`config.mk`:
```
export PLATFORM = sky130hd
export DESIGN_NAME = ps2_mouse_packet_decoder
export DESIGN_NICKNAME = d
export VERILOG_FILES = /design/src/rtl/ps2_mouse_pkg.sv /design/src/rtl/ps2_axis_accumulator.sv /design/src/rtl/ps2_mouse_packet_decoder.sv
export SDC_FILE = /design/constraint.sdc
export NUM_CORES = 1
export LEC_CHECK = 0
export CAP_MARGIN = 10
export CORE_MARGIN = 2
export CORE_UTILIZATION = 53
export CTS_BUF_LIST = sky130_fd_sc_hd__clkbuf_2
export DETAILED_ROUTE_END_ITERATION = 12
export GPL_ROUTABILITY_DRIVEN = 0
export PLACE_DENSITY = 0.88
export SLEW_MARGIN = 10
export SYNTH_ARGS = -nofsm -noshare
export SYNTH_HDL_FRONTEND = slang
export SYNTH_SLANG_ARGS = --single-unit
```
`constraint.sdc`:
```
create_clock -name clk -period 2.8 [get_ports clk]
set_input_delay 0.56 -clock clk [delete_from_list [all_inputs] [get_ports clk]]
set_output_delay 0.56 -clock clk [all_outputs]
set_load 0.02 [all_outputs]
```
`src/rtl/ps2_mouse_pkg.sv`:
```
// Shared types and constants for the PS/2 mouse packet decoder.
// Screen limits and the timeout default describe a 320x240 target clocked at 50 MHz.
package ps2_mouse_pkg;

    typedef enum logic [1:0] {
        WAIT_B0 = 2'd0,
        WAIT_B1 = 2'd1,
        WAIT_B2 = 2'd2,
        WAIT_B3 = 2'd3
    } state_t;

    localparam logic [7:0] PS2_ACK    = 8'hFA;
    localparam logic [7:0] PS2_BAT_OK = 8'hAA;

    localparam int X_MAX_DEF   = 319;
    localparam int Y_MAX_DEF   = 239;
    localparam int X_INIT_DEF  = 160;
    localparam int Y_INIT_DEF  = 120;
    localparam int TIMEOUT_DEF = 100000;

endpackage

```
`src/rtl/ps2_axis_accumulator.sv`:
```
// One cursor axis: scales a 9-bit signed mouse delta, applies it and clamps to 0..MAX.
// INVERT=1 subtracts the delta (PS/2 reports +y as up, the screen has 0 at the top).
module ps2_axis_accumulator #(
    parameter int W      = 10,
    parameter int MAX    = 319,
    parameter int INIT   = 160,
    parameter int SHIFT  = 1,
    parameter int INVERT = 0
) (
    input  logic              clk,
    input  logic              reset_n,
    input  logic              update,
    input  logic signed [8:0] delta,
    output logic [W-1:0]      pos
);

    logic signed [8:0]  scaled;
    logic signed [10:0] cur;
    logic signed [10:0] step;
    logic signed [10:0] nxt;

    // 11 bits signed covers 0..MAX plus or minus the largest scaled step
    always_comb begin
        scaled = delta >>> SHIFT;
        cur    = {{(11-W){1'b0}}, pos};
        step   = {{2{scaled[8]}}, scaled};
        nxt    = (INVERT != 0) ? (cur - step) : (cur + step);
    end

    always_ff @(posedge clk or negedge reset_n) begin
        if (!reset_n) begin
            pos <= W'(INIT);
        end else if (update) begin
            if (nxt < 0)
                pos <= '0;
            else if (nxt > 11'(MAX))
                pos <= W'(MAX);
            else
                pos <= nxt[W-1:0];
        end
    end

endmodule

```
`src/rtl/ps2_mouse_packet_decoder.sv`:
```
// Assembles PS/2 mouse packets into a clamped cursor position and button levels.
// Define PS2_MOUSE_WHEEL_EN for 4-byte IntelliMouse packets with a wheel byte.
//
// state   | meaning
// WAIT_B0 | idle, expecting a status byte with bit3 set
// WAIT_B1 | status latched, expecting dx low byte
// WAIT_B2 | expecting dy low byte (final byte without wheel)
// WAIT_B3 | expecting wheel byte (wheel build only)
module ps2_mouse_packet_decoder
    import ps2_mouse_pkg::*;
#(
    parameter int X_MAX          = X_MAX_DEF,
    parameter int Y_MAX          = Y_MAX_DEF,
    parameter int X_INIT         = X_INIT_DEF,
    parameter int Y_INIT         = Y_INIT_DEF,
    parameter int SHIFT_X        = 1,
    parameter int SHIFT_Y        = 1,
    parameter int TIMEOUT_CYCLES = TIMEOUT_DEF
) (
    input  logic       clk,
    input  logic       reset_n,
    input  logic [7:0] received_data,
    input  logic       received_data_en,
    output logic [9:0] x_pos,
    output logic [8:0] y_pos,
    output logic       left_btn,
    output logic       right_btn,
    output logic       middle_btn,
    output logic       packet_valid,
    output logic       sync_error,
    output logic [3:0] wheel_delta
);

    localparam logic [16:0] TIMER_LAST = 17'(TIMEOUT_CYCLES - 1);

    state_t      state;
    logic [16:0] timer;
    logic [2:0]  b0_btn;
    logic        b0_sx;
    logic        b0_sy;
    logic        b0_ovf;
    logic [7:0]  b1_q;
    logic        final_byte;
    logic        move;
    logic [7:0]  dy_low;
    logic signed [8:0] dx;
    logic signed [8:0] dy;

`ifdef PS2_MOUSE_WHEEL_EN
    logic [7:0] b2_q;
    assign final_byte = received_data_en && (state == WAIT_B3);
    assign dy_low     = b2_q;
`else
    assign final_byte  = received_data_en && (state == WAIT_B2);
    assign dy_low      = received_data;
    assign wheel_delta = 4'h0;
`endif

    assign dx   = {b0_sx, b1_q};
    assign dy   = {b0_sy, dy_low};
    assign move = final_byte && !b0_ovf;

    ps2_axis_accumulator #(
        .W(10), .MAX(X_MAX), .INIT(X_INIT), .SHIFT(SHIFT_X), .INVERT(0)
    ) u_axis_x (
        .clk(clk), .reset_n(reset_n), .update(move), .delta(dx), .pos(x_pos)
    );

    ps2_axis_accumulator #(
        .W(9), .MAX(Y_MAX), .INIT(Y_INIT), .SHIFT(SHIFT_Y), .INVERT(1)
    ) u_axis_y (
        .clk(clk), .reset_n(reset_n), .update(move), .delta(dy), .pos(y_pos)
    );

    always_ff @(posedge clk or negedge reset_n) begin
        if (!reset_n) begin
            state        <= WAIT_B0;
            timer        <= '0;
            b0_btn       <= '0;
            b0_sx        <= 1'b0;
            b0_sy        <= 1'b0;
            b0_ovf       <= 1'b0;
            b1_q         <= '0;
            left_btn     <= 1'b0;
            right_btn    <= 1'b0;
            middle_btn   <= 1'b0;
            packet_valid <= 1'b0;
            sync_error   <= 1'b0;
`ifdef PS2_MOUSE_WHEEL_EN
            b2_q         <= '0;
            wheel_delta  <= 4'h0;
`endif
        end else begin
            packet_valid <= 1'b0;
            sync_error   <= 1'b0;
            if (received_data_en) begin
                // a byte arriving on the expiry cycle still counts
                timer <= '0;
                case (state)
                    WAIT_B0: begin
                        if (received_data == PS2_ACK || received_data == PS2_BAT_OK) begin
                            state <= WAIT_B0;
                        end else if (!received_data[3]) begin
                            sync_error <= 1'b1;
                        end else begin
                            b0_btn <= received_data[2:0];
                            b0_sx  <= received_data[4];
                            b0_sy  <= received_data[5];
                            b0_ovf <= received_data[6] | received_data[7];
                            state  <= WAIT_B1;
                        end
                    end
                    WAIT_B1: begin
                        b1_q  <= received_data;
                        state <= WAIT_B2;
                    end
`ifdef PS2_MOUSE_WHEEL_EN
                    WAIT_B2: begin
                        b2_q  <= received_data;
                        state <= WAIT_B3;
                    end
                    WAIT_B3: begin
                        wheel_delta  <= received_data[3:0];
                        {middle_btn, right_btn, left_btn} <= b0_btn;
                        packet_valid <= 1'b1;
                        state        <= WAIT_B0;
                    end
`else
                    WAIT_B2: begin
                        {middle_btn, right_btn, left_btn} <= b0_btn;
                        packet_valid <= 1'b1;
                        state        <= WAIT_B0;
                    end
`endif
                    default: state <= WAIT_B0;
                endcase
            end else if (state != WAIT_B0) begin
                if (timer == TIMER_LAST) begin
                    state      <= WAIT_B0;
                    sync_error <= 1'b1;
                    timer      <= '0;
                end else begin
                    timer <= timer + 17'd1;
                end
            end
        end
    end

endmodule
```
== Yosys cells after proc, flatten, opt, wreduce, memory -nomap -nowiden ==
Cells that the tools add are included.
Storage, ports and cells
  memories: 0
  register bits: 57
  memory bits (writable): 0
  output and inout port bits: 28
  input port bits: 11
  logic and storage cells: 62
  bits in latches: 0
  bits in read-only memories: 0
Operators by class
  reductions and logical operators: 12
  eq/ne operators: 6
  div/mod/pow operators: 0
  order comparisons: 4
  add/sub/neg operators: 3
  shift-type cells: 0
  multiply operators: 0
  bitwise gates (word level): 2
  muxes and demuxes: 21
Operators with widths (number)
  17-bit 2-to-1 mux: 3
  11-bit by 1-bit less-than comparator with 1-bit output, second input constant: 2
  10-bit 2-to-1 mux: 2
  9-bit 2-to-1 mux: 2
  17-bit by 1-bit adder with 17-bit output, second input constant: 1
  17-bit == test, second input constant: 1
  8-bit == test, second input constant: 2
  11-bit by 8-bit adder with 11-bit output: 1
  11-bit by 10-bit > comparator with 1-bit output, second input constant: 1
  11-bit by 9-bit > comparator with 1-bit output, second input constant: 1
  10-bit by 8-bit subtractor with 11-bit output: 1
  2-bit 2-to-1 mux: 5
  1-bit 2-to-1 mux: 8
  2-bit nonzero test: 3
  4-bit inequality test, second input constant: 1
  2-bit one-hot mux with 2 select lines: 1
  2-bit AND reduction: 2
  4-bit AND reduction: 1
  3-bit AND reduction: 1
  2-bit by 1-bit == test with 1-bit output, second input constant: 1
  2-bit == test, second input constant: 1
  1-bit logical AND: 2
  2-bit zero test: 1
  1-bit zero test: 1
  3 further kinds: 3

== Longest topological paths before layout ==
  depth after elaboration: 5
  depth in mapped cells: 11
  mapped depth without buffers: 11

== Cells and area by module ==
From an unflattened synthesis, not the netlist that was laid out.
Second synthesis, totals
  cell total of the unflattened synthesis: 397
  area total of the unflattened synthesis: 3842.4 µm²
Modules (own cells, without submodules)
  ps2_mouse_packet_decoder: sequential area each 950.9 µm², times used 1, cells each 162, area each 1776.7 µm²
  ps2_axis_accumulator at u_axis_y: sequential area each 230.2 µm², times used 1, cells each 125, area each 1101.1 µm²
  ps2_axis_accumulator at u_axis_x: sequential area each 252.7 µm², times used 1, cells each 110, area each 964.7 µm²

== Least setup slack after synthesis ==
OpenSTA, ideal clock, no wires.
  path kind: input port to flip-flop
  start: input received_data[1]
  end: register u_axis_y.pos[2]
  arrival: 2682 ps
  buffers on the path: 0
  path slack: -18 ps
  setup time: 136 ps
  cell stages on the path: 10
  required time: 2664 ps
  cell sequence: ha_1 inv_1 fa_1 a211oi_4 o21ai_2 xnor2_2 nand4b_1 or4b_1 o221ai_2 nand3_1
On the way
  cells in the longest elaborated chain, start to end: 4
  elaborated cells between the ends (all ways): 5
  classes of those cells: add/sub (1); order compare (2); mux (2)
Ends and longest elaborated chain
  start: declaration: line ps2_mouse_packet_decoder.sv:22  | input logic [7:0] received_data,
  10-bit by 8-bit subtractor with 11-bit output (*): line ps2_axis_accumulator.sv:27  | nxt = (INVERT != 0) ? (cur - step) : (cur + step);
  11-bit by 9-bit > comparator with 1-bit output: line ps2_axis_accumulator.sv:36  | else if (nxt > 11'(MAX))
  9-bit 2-to-1 mux: line ps2_axis_accumulator.sv:36
  9-bit 2-to-1 mux (*): line ps2_axis_accumulator.sv:34  | if (nxt < 0)
  end signal: assignment: line ps2_axis_accumulator.sv:32  | pos <= W'(INIT);
  end signal: assignment: line ps2_axis_accumulator.sv:37  | pos <= W'(MAX);
  end signal: assignment: line ps2_axis_accumulator.sv:39  | pos <= nxt[W-1:0];
  end: declaration: line ps2_axis_accumulator.sv:14  | output logic [W-1:0] pos
Every way passes the cells marked *; elsewhere a longest branch is shown, timed or not.
A chain may end at the register's enable or synchronous reset.

== Worst setup path after layout ==
  start: register u_axis_y.pos[0]
  end: register u_axis_y.pos[3]
On the way
  cells in the longest elaborated chain, start to end: 4
  elaborated cells between the ends (all ways): 5
  classes of those cells: add/sub (1); order compare (2); mux (2)
Ends and longest elaborated chain (line)
  10-bit by 8-bit subtractor with 11-bit output (*): ps2_axis_accumulator.sv:27
  11-bit by 9-bit > comparator with 1-bit output: ps2_axis_accumulator.sv:36
  9-bit 2-to-1 mux: ps2_axis_accumulator.sv:36
  9-bit 2-to-1 mux (*): ps2_axis_accumulator.sv:34
Marked as above.

==> impl_metrics.json <==
{
  "finClkSkew_ps": 26.9,
  "critPathKind": "flip-flop to flip-flop",
  "cts_tree": "done",
  "reg2reg_depth": 11,
  "hpwl_mm": 6.17,
  "dr.pass1.iters": 5,
  "slew_headroom_pct": 45.4,
  "period_share_pct": 101,
  "clockRootBuffer": "clkbuf_2",
  "cts.sinks": 56,
  "die_area_um2": 7250,
  "netlist_area_um2": 3490,
  "grtUsageTotal_pct": 23.5,
  "violations": "setup timing",
  "synth_ff_type": "dfrtp_1",
  "layout-drive-gt1-share_pct": 20.5,
  "wirelength_mm": 8.66,
  "pin_count": 39,
  "grt_antenna_before_repair": 0,
  "insertion_delay_ps": 450,
  "antennaDiodeCount": 0,
  "synth_seq_cells": 56,
  "finalNetCount": 492,
  "netSwitchingFraction_pct": 44.7,
  "crit_required_ps": 3200,
  "dp_cells": 524,
  "die_y_um": 85.2,
  "fmax_ghz": 0.355,
  "synthToLayoutAreaGrowth_pct": 25.2,
  "async_reset_ff_share_pct": 100,
  "remaining_drc_errors": 0,
  "io_buffer_count": 34,
  "setup_slack_ps": -18.2,
  "rsz0062_at_grt": "yes",
  "holdWs_ps": 131,
  "irDropWorstVdd_mv": 0.791,
  "final_common_cell": "dfrtp_1",
  "cp.arrival_ps": 3220,
  "min_path_type": "primary input to async pin",
  "p_seq_share_pct": 26.2,
  "globalRouteOverflowTotal": 0,
  "die_x_um": 85.2,
  "initialDrtViolationCount": 248,
  "cts_buffers": 5,
  "vias_per_cell": 5.93,
  "ant_nets": 0,
  "run_status": "finished, violations left",
  "finalNonFillerCells": 536,
  "num_vias": 3177,
  "ys_top_cells_by_area": "dfrtp_1 (36%), ha_1 (7.5%), nand2_1 (4.8%), dfstp_2 (4.5%), nor2_1 (4.3%)",
  "end_kind": "flip-flop",
  "synth_top_area_share_pct": 35.8,
  "maxCapViolCount": 0,
  "core_um2": 6350,
  "clockBufferDepth": 2,
  "intPower_mw": 2.87,
  "avgSynthCellArea_um2": 9.14,
  "htree_levels": 2,
  "wl_per_cell_um": 16.2,
  "period_needed_ps": 2820,
  "clockPowerShare_pct": 8.0,
  "setup_viol": 3,
  "ys_seq_area_share_pct": 40.3,
  "synth_edf_count": 0,
  "cts.clk_slew.worst_paths_ps": 290,
  "fill_cells": 442,
  "final_area_um2": 4370,
  "layout_common_cells": "dfrtp_1 (49), nand2_1 (45), buf_4 (45), nor2_1 (40), clkdlybuf4s50_1 (32)",
  "yosysUniqueCellTypes": 60,
  "synth_top_area_cell": "dfrtp_1",
  "crit_path_start_kind": "flip-flop",
  "total_leakage_power_nw": 2.01,
  "multi_input_area_um2": 2040,
  "grt_pass1_wl_mm": 13.9,
  "grt_max_degree": 35,
  "place_area_um2": 4180,
  "initial_core_util_pct": 55.0,
  "p_sw_mw": 2.33,
  "synth_warnings": 0,
  "post-route-util_pct": 68.8,
  "combinationalPowerShare_pct": 65.8,
  "powerDensity_nw_per_um2": 1190,
  "maxSlewViolCount": 0,
  "grt_pass1_vias": 3128,
  "cp_max_fo": 4,
  "fp-row-count": 29,
  "hold_viol": 0,
  "final-seq-area_um2": 1410,
  "syn_inst": 382,
  "tightest_slew_ps": 817
}
[flip-flops by register name, summed over array words and instances, names as in the netlist]
register      count
u_axis_y.pos      9
packet_valid      1
right_btn         1
b1_q              7
state             2
sync_error        1
timer            17
b0_ovf            1
u_axis_x.pos     10
middle_btn        1
b0_sy             1
b0_sx             1
left_btn          1
b0_btn            3
[per-stage QoR]
stage	power [mW]	setup WS [ps]	TNS [ps]
floorplan	3.34	54.9	0
global placement	4.35	-453	-2660
detailed placement	4.48	-579	-3470
CTS	4.97	-36.4	-97.3
global route	5.57	-98.5	-435
finish	5.20	-18.2	-48.9
[final timing paths]
check,start,endpoint,slack (ps)
hold / removal,reset_n,u_axis_x.pos[6],130
hold reg to reg,u_axis_y.pos[6],u_axis_y.pos[6],520
setup reg to reg,u_axis_y.pos[0],u_axis_y.pos[3],-20
min in group clk,u_axis_y.pos[6],u_axis_y.pos[6],520
max in group asynchronous,reset_n,b1_q[1],1990
setup / recovery,u_axis_y.pos[0],u_axis_y.pos[3],-20
[cell usage after synthesis, types with 3 or more instances]
library cell and number:
dfstp_2 6, a221oi_1 7, clkbuf_1 7, mux2_2 7
o21bai_1 3, nand4_1 6, o211ai_1 3, buf_4 4
nor3_1 8, or3_1 5, dfrtp_1 50, nor2b_1 3
nand2_1 45, xnor2_1 14, a21o_1 8, xor2_1 13
inv_1 22, nor2_1 40, nand3_1 15, ha_1 21
o21ai_0 30, a21oi_1 12
[cell families (layout without fill, tap and decap cells)]
logic type,Yosys count,after routing,share of synthesized area (%)
xor+xnor,28,28,7.24
mux,7,7,2.26
fa+ha+maj,23,23,8.67
compound gates,93,93,18.5
other cells,1,4,0.107
buf+inv,35,109,4.26
simple gates,139,139,18.6
flops,56,56,40.3
[layer usage]
metal	track usage, %	part of all wire [%]	vias to the layer above
li1	-	-	1506
met2	41.0	51	110
met4	8.80	1.9	0
met3	2.72	5.1	19
met5	0	0	-
met1	30.0	42	1542
[critical path, stage by stage (launching register included)]
cell and delay, ps:
dfrtp_1 460, inv_2 80, ha_4 130, inv_2 40, fa_2 370, a211oi_4 260, o21ai_2 100, xnor2_2 200
nand4b_1 190, or4b_4 590, o221ai_4 230, o311ai_1 140
[layout make-up]
type                    count  area share [%]
multi-input cells         294            46.7
flip-flops and latches     56            32.3
repair buffers             79            15.4
well taps                  77            2.20
inverters                  22            1.89
clock inverters             2           0.887
clock buffers               6           0.687
[timing repair]
| item | CTS | global route |
|---|---|---|
| gates cloned | 0 | 0 |
| hold endpoints to repair | 0 | 0 |
| pin swaps | 9 | 7 |
| setup endpoints to repair | 4 | 14 |
| hold buffers | 0 | 0 |
| resized for setup | 5 | 16 |
| setup buffers | 3 | 1 |
[power groups by stage]
| stage | Combinational [mW] | Sequential [mW] | Clock, mW |
|---|---|---|---|
| after detailed placement | 3.13 | 1.35 | 0 |
| after floorplan | 1.86 | 1.48 | 0 |
| after global routing | 3.72 | 1.39 | 0.454 |
| after global placement | 3.01 | 1.34 | 0 |
| after CTS | 3.21 | 1.34 | 0.416 |
| final | 3.42 | 1.36 | 0.418 |
No activity file was read; power rests on OpenSTA's default activity.
